$ cat src/rtl/peripheral_irrigation_ctrl_if.sv
`default_nettype none
// ============================================================================
// Module      : peripheral_irrigation_ctrl_if
// Description : FemtoRV32 peripheral bus bundle for the irrigation sequencer.
// Revision    : 1.0 - initial release
// ============================================================================
interface peripheral_irrigation_ctrl_if;
    logic        cs;
    logic        rd;
    logic        wr;
    logic [4:0]  addr;
    logic [31:0] d_in;
    logic [31:0] d_out;

    modport master (output cs, rd, wr, addr, d_in, input d_out);
    modport slave  (input cs, rd, wr, addr, d_in, output d_out);
endinterface
`default_nettype wire

$ cat src/rtl/peripheral_irrigation_ctrl.sv
`default_nettype none
// ============================================================================
// Module      : peripheral_irrigation_ctrl
// Description : Memory-mapped irrigation sequencer: debounced soil sensors,
//               IDLE/WATER/HOLD/FAULT valve FSM, LED status. Optional IRQ
//               block enabled by defining IRRIG_IRQ_EN.
// Revision    : 1.0 - initial release
// ============================================================================
module peripheral_irrigation_ctrl #(
    parameter int TICK_DIV  = 25000,
    parameter int CNT_W     = 16,
    parameter int DEB_TICKS = 8
) (
    input  logic                       clk,
    input  logic                       resetn,
    peripheral_irrigation_ctrl_if.slave bus,
    input  logic                       sensor_lo_i,
    input  logic                       sensor_hi_i,
    output logic                       valve_o,
    output logic [3:0]                 leds_o,
    output logic                       irq_o
);

    localparam int c_PRE_W = (TICK_DIV > 1) ? $clog2(TICK_DIV) : 1;
    localparam int c_DEB_W = $clog2(DEB_TICKS + 1);
    localparam logic [c_PRE_W-1:0] c_PRE_LAST = c_PRE_W'(TICK_DIV - 1);
    localparam logic [c_DEB_W-1:0] c_DEB_LAST = c_DEB_W'(DEB_TICKS - 1);

    localparam logic [4:0] c_ADDR_CTRL   = 5'h00;
    localparam logic [4:0] c_ADDR_ON     = 5'h04;
    localparam logic [4:0] c_ADDR_OFF    = 5'h08;
    localparam logic [4:0] c_ADDR_STATUS = 5'h0C;
    localparam logic [4:0] c_ADDR_CYCLES = 5'h10;
    localparam logic [4:0] c_ADDR_IRQ    = 5'h14;

    typedef enum logic [1:0] {
        ST_IDLE  = 2'd0,
        ST_WATER = 2'd1,
        ST_HOLD  = 2'd2,
        ST_FAULT = 2'd3
    } state_t;

    logic [c_PRE_W-1:0] presc_q;
    logic               tick;
    logic [1:0]         sens_meta_q;
    logic [1:0]         sens_sync_q;
    logic [1:0]         sens_db;
    logic               lo_db;
    logic               hi_db;

    state_t             state_q;
    logic [CNT_W-1:0]   timer_q;
    logic               valve_q;
    logic [1:0]         fault_code_q;
    logic [15:0]        cycles_q;
    logic               enable_q;
    logic [CNT_W-1:0]   on_time_q;
    logic [CNT_W-1:0]   off_time_q;
    logic [31:0]        d_out_q;
    logic [31:0]        rdata;
    logic [31:0]        irq_rdata;

    logic               bus_wr;
    logic               bus_rd;
    logic               fault_clr;
    logic               both_db;
    logic               fault_entry;
    logic               cycle_done;
    logic               unused_bits;

    // ---------------- tick prescaler ----------------
    always_ff @(posedge clk or negedge resetn) begin
        if (!resetn) begin
            presc_q <= '0;
        end else if (presc_q == c_PRE_LAST) begin
            presc_q <= '0;
        end else begin
            presc_q <= presc_q + 1'b1;
        end
    end

    assign tick = (presc_q == c_PRE_LAST);

    // ---------------- sensor sync + debounce ----------------
    always_ff @(posedge clk or negedge resetn) begin
        if (!resetn) begin
            sens_meta_q <= 2'b00;
            sens_sync_q <= 2'b00;
        end else begin
            sens_meta_q <= {sensor_hi_i, sensor_lo_i};
            sens_sync_q <= sens_meta_q;
        end
    end

    for (genvar gi = 0; gi < 2; gi++) begin : g_deb
        logic [c_DEB_W-1:0] cnt_q;
        logic               db_q;

        // Any tick where the input agrees with the held value restarts the run.
        always_ff @(posedge clk or negedge resetn) begin
            if (!resetn) begin
                cnt_q <= '0;
                db_q  <= 1'b0;
            end else if (sens_sync_q[gi] == db_q) begin
                cnt_q <= '0;
            end else if (tick) begin
                if (cnt_q == c_DEB_LAST) begin
                    cnt_q <= '0;
                    db_q  <= sens_sync_q[gi];
                end else begin
                    cnt_q <= cnt_q + 1'b1;
                end
            end
        end

        assign sens_db[gi] = db_q;
    end

    assign lo_db = sens_db[0];
    assign hi_db = sens_db[1];

    // ---------------- bus decode and config registers ----------------
    assign bus_wr    = bus.cs & bus.wr;
    assign bus_rd    = bus.cs & bus.rd;
    assign fault_clr = bus_wr & (bus.addr == c_ADDR_CTRL) & bus.d_in[1];

    always_ff @(posedge clk or negedge resetn) begin
        if (!resetn) begin
            enable_q   <= 1'b0;
            on_time_q  <= '0;
            off_time_q <= '0;
        end else if (bus_wr) begin
            if (bus.addr == c_ADDR_CTRL) enable_q   <= bus.d_in[0];
            if (bus.addr == c_ADDR_ON)   on_time_q  <= bus.d_in[CNT_W-1:0];
            if (bus.addr == c_ADDR_OFF)  off_time_q <= bus.d_in[CNT_W-1:0];
        end
    end

    // ---------------- sequencer FSM ----------------
    assign both_db     = lo_db & hi_db;
    assign fault_entry = (state_q == ST_WATER) ? hi_db : ((state_q != ST_FAULT) & both_db);
    assign cycle_done  = (state_q == ST_WATER) & ~hi_db & enable_q &
                         ((timer_q == '0) | ~lo_db);

    always_ff @(posedge clk or negedge resetn) begin
        if (!resetn) begin
            state_q      <= ST_IDLE;
            timer_q      <= '0;
            valve_q      <= 1'b0;
            fault_code_q <= 2'd0;
            cycles_q     <= 16'd0;
        end else begin
            if (bus_wr && (bus.addr == c_ADDR_CYCLES)) begin
                cycles_q <= 16'd0;
            end else if (cycle_done) begin
                cycles_q <= cycles_q + 16'd1;
            end

            case (state_q)
                ST_IDLE: begin
                    if (fault_entry) begin
                        state_q      <= ST_FAULT;
                        fault_code_q <= 2'd2;
                    end else if (enable_q && lo_db && !hi_db && (on_time_q != '0)) begin
                        state_q <= ST_WATER;
                        timer_q <= on_time_q;
                        valve_q <= 1'b1;
                    end
                end
                ST_WATER: begin
                    if (fault_entry) begin
                        state_q      <= ST_FAULT;
                        fault_code_q <= 2'd1;
                        valve_q      <= 1'b0;
                    end else if (!enable_q) begin
                        state_q <= ST_IDLE;
                        valve_q <= 1'b0;
                    end else if (cycle_done) begin
                        state_q <= ST_HOLD;
                        timer_q <= off_time_q;
                        valve_q <= 1'b0;
                    end else if (tick) begin
                        timer_q <= timer_q - 1'b1;
                    end
                end
                ST_HOLD: begin
                    if (fault_entry) begin
                        state_q      <= ST_FAULT;
                        fault_code_q <= 2'd2;
                    end else if (!enable_q || (timer_q == '0)) begin
                        state_q <= ST_IDLE;
                    end else if (tick) begin
                        timer_q <= timer_q - 1'b1;
                    end
                end
                default: begin
                    valve_q <= 1'b0;
                    // A clear is refused while the sensors still contradict each other.
                    if (fault_clr && !both_db) begin
                        state_q      <= ST_IDLE;
                        fault_code_q <= 2'd0;
                    end
                end
            endcase
        end
    end

    // ---------------- optional interrupt block ----------------
`ifdef IRRIG_IRQ_EN
    logic [1:0] irq_pend_q;
    logic [1:0] irq_pend_d;
    logic [1:0] irq_mask_q;
    logic [1:0] irq_mask_d;
    logic       irq_q;

    // New events win over a simultaneous write-1-to-clear.
    always_comb begin
        irq_pend_d = irq_pend_q;
        irq_mask_d = irq_mask_q;
        if (bus_wr && (bus.addr == c_ADDR_IRQ)) begin
            irq_pend_d = irq_pend_q & ~bus.d_in[1:0];
            irq_mask_d = bus.d_in[9:8];
        end
        if (fault_entry) irq_pend_d[0] = 1'b1;
        if (cycle_done)  irq_pend_d[1] = 1'b1;
    end

    always_ff @(posedge clk or negedge resetn) begin
        if (!resetn) begin
            irq_pend_q <= 2'b00;
            irq_mask_q <= 2'b00;
            irq_q      <= 1'b0;
        end else begin
            irq_pend_q <= irq_pend_d;
            irq_mask_q <= irq_mask_d;
            irq_q      <= |(irq_pend_d & irq_mask_d);
        end
    end

    assign irq_rdata = {22'd0, irq_mask_q, 6'd0, irq_pend_q};
    assign irq_o     = irq_q;
`else
    assign irq_rdata = 32'd0;
    assign irq_o     = 1'b0;
`endif

    // ---------------- read path ----------------
    always_comb begin
        rdata = 32'd0;
        case (bus.addr)
            c_ADDR_CTRL:   rdata = {31'd0, enable_q};
            c_ADDR_ON:     rdata = 32'(on_time_q);
            c_ADDR_OFF:    rdata = 32'(off_time_q);
            c_ADDR_STATUS: rdata = {26'd0, fault_code_q, hi_db, lo_db, state_q};
            c_ADDR_CYCLES: rdata = {16'd0, cycles_q};
            c_ADDR_IRQ:    rdata = irq_rdata;
            default:       rdata = 32'd0;
        endcase
    end

    always_ff @(posedge clk or negedge resetn) begin
        if (!resetn) begin
            d_out_q <= 32'd0;
        end else if (bus_rd) begin
            d_out_q <= rdata;
        end else begin
            d_out_q <= 32'd0;
        end
    end

    assign bus.d_out = d_out_q;
    assign valve_o   = valve_q;
    assign leds_o    = {(state_q == ST_FAULT), hi_db, lo_db,
                        ~(hi_db | lo_db) & (state_q != ST_FAULT)};
    assign unused_bits = ^bus.d_in;

endmodule
`default_nettype wire

$ cat src/flat_wrapper.sv
// flat-port wrapper written by rule: the top's interface ports become plain ports
module peripheral_irrigation_ctrl_flat 
#(
    parameter int TICK_DIV  = 25000,
    parameter int CNT_W     = 16,
    parameter int DEB_TICKS = 8
)
  (clk, resetn, sensor_lo_i, sensor_hi_i, valve_o, leds_o, irq_o, bus_cs, bus_rd, bus_wr, bus_addr, bus_d_in, bus_d_out);
  peripheral_irrigation_ctrl_if bus_i ();
  input  logic clk;
  input  logic resetn;
  input  logic sensor_lo_i;
  input  logic sensor_hi_i;
  output logic valve_o;
  output logic [3:0] leds_o;
  output logic irq_o;
  input wire logic [$bits(bus_i.cs)-1:0] bus_cs;
  input wire logic [$bits(bus_i.rd)-1:0] bus_rd;
  input wire logic [$bits(bus_i.wr)-1:0] bus_wr;
  input wire logic [$bits(bus_i.addr)-1:0] bus_addr;
  input wire logic [$bits(bus_i.d_in)-1:0] bus_d_in;
  output wire logic [$bits(bus_i.d_out)-1:0] bus_d_out;
  assign bus_i.cs = bus_cs;
  assign bus_i.rd = bus_rd;
  assign bus_i.wr = bus_wr;
  assign bus_i.addr = bus_addr;
  assign bus_i.d_in = bus_d_in;
  assign bus_d_out = bus_i.d_out;
  peripheral_irrigation_ctrl #(.TICK_DIV(TICK_DIV), .CNT_W(CNT_W), .DEB_TICKS(DEB_TICKS)) u_core (.clk(clk), .resetn(resetn), .bus(bus_i), .sensor_lo_i(sensor_lo_i), .sensor_hi_i(sensor_hi_i), .valve_o(valve_o), .leds_o(leds_o), .irq_o(irq_o));
endmodule
$ cat config.mk
export PLATFORM = sky130hd
export DESIGN_NAME = peripheral_irrigation_ctrl_flat
export DESIGN_NICKNAME = d
export VERILOG_FILES = /design/src/rtl/peripheral_irrigation_ctrl_if.sv /design/src/rtl/peripheral_irrigation_ctrl.sv /design/src/flat_wrapper.sv
export SDC_FILE = /design/constraint.sdc
export NUM_CORES = 1
export LEC_CHECK = 0
export ABC_AREA = 1
export CORE_MARGIN = 2
export CORE_UTILIZATION = 56
export DETAILED_ROUTE_END_ITERATION = 10
export PLACE_DENSITY = 0.8
export SLEW_MARGIN = 25
export SYNTH_ARGS = -nofsm -noshare
export SYNTH_HDL_FRONTEND = slang
export SYNTH_SLANG_ARGS = --single-unit
$ cat constraint.sdc
create_clock -name clk -period 2 [get_ports clk]
set_input_delay 0.2 -clock clk [delete_from_list [all_inputs] [get_ports clk]]
set_output_delay 0.2 -clock clk [all_outputs]
set_load 0.01 [all_outputs]
# Word level (Yosys, flattened, before mapping)

Cells that the tools add are included.

Add/subtract/negate cells: 5
Bitwise gates (word level): 18
Eq/ne operators: 24
Mux-type cells: 39
Reduce and logical (&&, ||, !) cells: 29

Operators by type and width:

| kind                                                 | count |
|---|---|
| 2-to-1 mux 16 bit                                    | 11 |
| case mux 16 bit (5 select lines)                     | 1 |
| case mux 16 bit (3 select lines)                     | 1 |
| 2-to-1 mux 4 bit                                     | 6 |
| 2-to-1 mux 2 bit                                     | 10 |
| adder 16 x 1 -> 16 bit (second input constant)       | 1 |
| logical NOT 16 bit                                   | 1 |
| nonzero test 16 bit                                  | 1 |
| subtractor 16 x 1 -> 16 bit (second input constant)  | 1 |
| adder 15 x 1 -> 15 bit (second input constant)       | 1 |
| equality test 15 bit (second input constant)         | 1 |
| 2-to-1 mux 15 bit                                    | 1 |
| bitwise AND 1 bit                                    | 10 |
| equality test 5 x 4 -> 1 bit (second input constant) | 2 |
| != test 2 bit (second input constant)                | 5 |
| AND reduction 3 bit                                  | 3 |
| adder 4 x 1 -> 4 bit (second input constant)         | 2 |
| equality test 4 x 3 -> 1 bit (second input constant) | 2 |
| != test 2 x 1 -> 1 bit (second input constant)       | 4 |
| AND reduction 4 bit                                  | 2 |
| AND reduction 7 bit                                  | 1 |
| 2-to-1 mux 1 bit                                     | 6 |
| != test 3 x 1 -> 1 bit (second input constant)       | 2 |
| inverter 1 bit                                       | 6 |
| other kinds (20)                                     | 34 |

Input bits: 44
Flip-flop bits (word level): 131
Output and inout port bits: 38

# Depth between registers and ports, before layout

Word-level depth: 8
Gate-level depth with buffers: 13
Mapped depth without buffers: 13

# Least setup slack after synthesis

OpenSTA, ideal clock, no wires.

Kind: reg2reg
From: reg u_core.timer_q[0]
To: reg u_core.state_q[0]
Data required time: 1.877 ns
Stages on the path, launching flop included: 13
Data arrival time: 1.628 ns
Setup slack: 0.248 ns
Path through: dfrtp_1 > inv_1 > ha_1 > nand3_2 > nor2_2 > nand2_1 > nand2_1 > nand2_2 > buf_6 > nand2_1 > nand4_2 > nand2_1 > o21ai_1

Cells in the longest elaborated chain, start to end: 5

RTL lines:

| item                            | line                                                                 | RTL |
|---|---|---|
| start, declared                 | peripheral_irrigation_ctrl.sv:52                                     | `logic [CNT_W-1:0] timer_q;` |
| start signal, assigned          | peripheral_irrigation_ctrl.sv:166                                    | `timer_q <= on_time_q;` |
| start signal, assigned          | peripheral_irrigation_ctrl.sv:180                                    | `timer_q <= off_time_q;` |
| start signal, assigned          | peripheral_irrigation_ctrl.sv:183                                    | `timer_q <= timer_q - 1'b1;` |
| logical NOT 16 bit *            | peripheral_irrigation_ctrl.sv:143, peripheral_irrigation_ctrl.sv:190 |  |
| bitwise OR 1 bit                | peripheral_irrigation_ctrl.sv:143                                    | `((timer_q == '0) \| ~lo_db);` |
| bitwise AND 1 bit               | peripheral_irrigation_ctrl.sv:142                                    | `assign cycle_done = (state_q == ST_WATER) & ~hi_db & enable_q &` |
| != test 4 bit (no line)         | --                                                                   |  |
| AND reduction 4 bit (no line) * | --                                                                   |  |
| end signal, assigned            | peripheral_irrigation_ctrl.sv:147                                    | `state_q <= ST_IDLE;` |
| end signal, assigned            | peripheral_irrigation_ctrl.sv:162                                    | `state_q <= ST_FAULT;` |
| end signal, assigned            | peripheral_irrigation_ctrl.sv:165                                    | `state_q <= ST_WATER;` |
| end, declared                   | peripheral_irrigation_ctrl.sv:51                                     | `state_t state_q;` |

Mark *: on every way between the ends. The rest lies on a longest branch, timed or not.
A chain may end at the register's enable or synchronous reset.

# Worst setup path after layout

From: reg u_core.timer_q[1]
To: reg u_core.timer_q[9]

Cells in the longest elaborated chain, start to end: 7

RTL lines:

| item |
|---|
| parallel branches: the longest is 7 deep, another holds subtractor 16 x 1 -> 16 bit |

Several ways; the timed one is not identified. The select of a mux whose other input is x is not followed.

==> flow_summary.ini <==
[outcome]
status = completed

[drt]
drt_iter0_drc = 550
wl_um = 16600
first_pass_iters = 6
vias = 6160
vias_per_cell = 5.38
wl_per_cell_um = 14.5
postRouteAntennaNets = 0
route.detailed.drc = 0

[timing]
holdWs_ns = 0.235
slew_violations = 0
setup_viol = 0
final.setup.tns_ns = 0
fin_crit_sh_pct = 94.5
max_freq_ghz = 0.529
layout_setup_ws_ns = 0.110
skew_ns = 0.00896
grt_setup_unrepaired = true
tightest_slew_ns = 0.493
slew_headroom_pct = 66.8
post-route-min-period_ns = 1.89
hold_violations = 0

[global_route]
grt_max_degree = 48
grtUsageTotal_pct = 27.7
grt_pass1_wl_um = 27900
grt_pass1_vias = 5873
grt_overflow = 0
antenna_found_initial = 0

[power]
peakVddDrop_mv = 0.715
pwr_density_cell_nw_per_um2 = 732
power_leakage_nw = 4.09
finalPower_w = 0.00594

[die]
rows = 39
die_h_um = 112
placeableCoreArea_um2 = 11500
io_pins = 82
fp.dieW_um = 112
start_util_pct = 57.4
die-area_um2 = 12600

[placement]
gp_congestion = 0.989
dp_hpwl_um = 12100
port-buffer-count = 48
dp_slack_ns = -0.00829

[logic_synthesis]
yosysWarningCount = 0
synth_edf_count = 0
synth.cell_area_um2 = 6590
synth_top_area_share_pct = 43.7
yosysMostFrequentCell = nand2_1
yosys.cell_types.count = 43
yosysSeqAreaShare_pct = 43.7
yosys_register_bits = 115
ys_top_cells_by_count = 235 x nand2_1, 138 x inv_1, 115 x dfrtp_1, 100 x nor2_1, 68 x o21ai_0
syn-instance-count = 900
synth_top_area_cell = dfrtp_1
async_reset_ff_share_pct = 100
synth_area_leaders = dfrtp_1 44%, nand2_1 13%, inv_1 7.9%
synth_area_per_cell_um2 = 7.32
ys.flop_type = dfrtp_1

[critical_path]
critPathTopFamily = simple AND/OR/NAND/NOR gates
cp_num_buf_inv = 4
slowest_delay_ns = 0.39
cp-end-kind = flop
crit_chain = inv_2, ha_4, nand3_2, nor2_4, nand2_2, nand2_2, nand2_4, buf_12, buf_4, o21ai_0, inv_1, o21ai_1, nand2_1, nand2_1
crit_path_start_kind = flop
arrival_ns = 2.24
worst_path_max_delay_cell = dfrtp_1
required_ns = 2.35
critPathMaxFanout = 7
path_class = reg -> reg

[layout]
num_antenna_cells = 0
drive_gt1_share_pct = 10.6
nNetsFinal = 1042
multi_input_area_um2 = 3020
area_growth_pct = 23.3
seq_area_um2 = 2880
utilization_pct = 70.8
fillCellCount = 902

[run]
cap_violations = 0

[clock_network]
clkTransAtPathRegs_ns = 0.05
htreeDepth = 4
tritoncts = done
cts_buffers = 17
worstSkewPairLatency_ns = 0.42
cts.path.max_buffers = 2
cts_root_buf = clkbuf_16
cts.sinks = 115

[hold_path]
hp-class = in -> reg
[logic make-up after synthesis]
kind of cell	Yosys count	synth area share (%)
AOI/OAI and AO/OA	124	10.7
and+or+nand+nor	444	28.8
buffers and inverters	184	12.0
other	1	0.0569
DFF	115	43.7
muxes	1	0.171
xor gates and xnor gates	22	2.93
adders and majority gates	9	1.71
[final cells by class]
cell class	count	area share, %
repair buffers	96	11.3
inverters	142	6.56
clock buffers	19	5.45
clock inverters	13	1.88
multi-input cells	617	37.2
well taps	143	2.20
flip-flops and latches	115	35.4
[registers in the layout (all words and copies together), names as in the netlist]
register,count
u_core.presc_q,15
u_core.timer_q,16
u_core.fault_code_q,2
u_core.g_deb.cnt_q,8
u_core.enable_q,1
u_core.state_q,2
u_core.cycles_q,16
u_core.sens_sync_q,2
u_core.sens_meta_q,2
u_core.bus.d_out,16
u_core.on_time_q,16
u_core.off_time_q,16
u_core.g_deb.db_q,2
u_core.valve_o,1
[power by group]
part,leakage [nW],internal (W),switching [W]
combinational,2.26,0.000142,0.000219
clock,0.274,0.00188,0.00116
sequential,1.55,0.00243,0.000114
total,4.09,0.00445,0.00149
[what timing repair did]
| action | 4_1_cts | 5_1_grt |
|---|---|---|
| pin swaps | 2 | 2 |
| hold buffers | 1 | 0 |
| gates resized for setup | 3 | 12 |
| endpoints found under the hold margin | 28 | 0 |
| buffers inserted | 1 | 1 |
| endpoints found under the setup margin | 2 | 29 |
[metal layers]
layer	part of all wire, %	global-route usage (%)
met5	0	0
met3	7.6	7.40
met4	2.7	10.8
met2	48	44.1
met1	42	36.5
[cells in the final DEF (no fill, tap or decap), types with 6 or more instances in the layout]
cell,netlist,layout
inv_1,138,136
nand2_1,235,233
nor3_1,16,16
a21oi_1,15,15
o21ai_1,10,11
clkbuf_16,0,17
o21ai_0,68,67
o22ai_1,9,9
nor2_1,100,98
nand3_1,59,59
clkdlybuf4s50_1,0,46
ha_1,9,6
nand4_1,13,13
conb_1,1,17
buf_4,19,42
o221ai_1,6,6
xor2_1,17,17
dfrtp_1,115,115
buf_12,0,6
[worst reg2reg max path, stage by stage, from the launching register on]
cell and delay [ns]:
dfrtp_1 0.39, inv_2 0.08, ha_4 0.14, nand3_2 0.11
nor2_4 0.14, nand2_2 0.09, nand2_2 0.10, nand2_4 0.07
buf_12 0.14, buf_4 0.16, o21ai_0 0.16, inv_1 0.06
o21ai_1 0.07, nand2_1 0.07, nand2_1 0.05
[metrics by stage]
| stage | std cells | cell area, µm² |
|---|---|---|
| final | 1145 | 8120 |
| after global routing | 1145 | 8120 |
| after CTS | 1144 | 8070 |
| after detailed placement | 1110 | 7450 |
| after global placement | 1110 | 7450 |
| after floorplan | 916 | 6650 |
[path summary, 6_finish.rpt]
path / from / to / slack, ns / depth (start not counted)
max in group asynchronous: resetn / u_core.off_time_q[8] / 1.14 / 3
setup / recovery: u_core.timer_q[1] / u_core.timer_q[9] / 0.11 / 14
hold / removal: sensor_hi_i / u_core.sens_meta_q[1] / 0.24 / 1
hold reg to reg: u_core.sens_meta_q[1] / u_core.sens_sync_q[1] / 0.35 / 0
setup reg to reg: u_core.timer_q[1] / u_core.timer_q[9] / 0.11 / 14
min in group asynchronous: resetn / u_core.valve_o / 0.27 / 2
(Power assumes the default switching activity.)
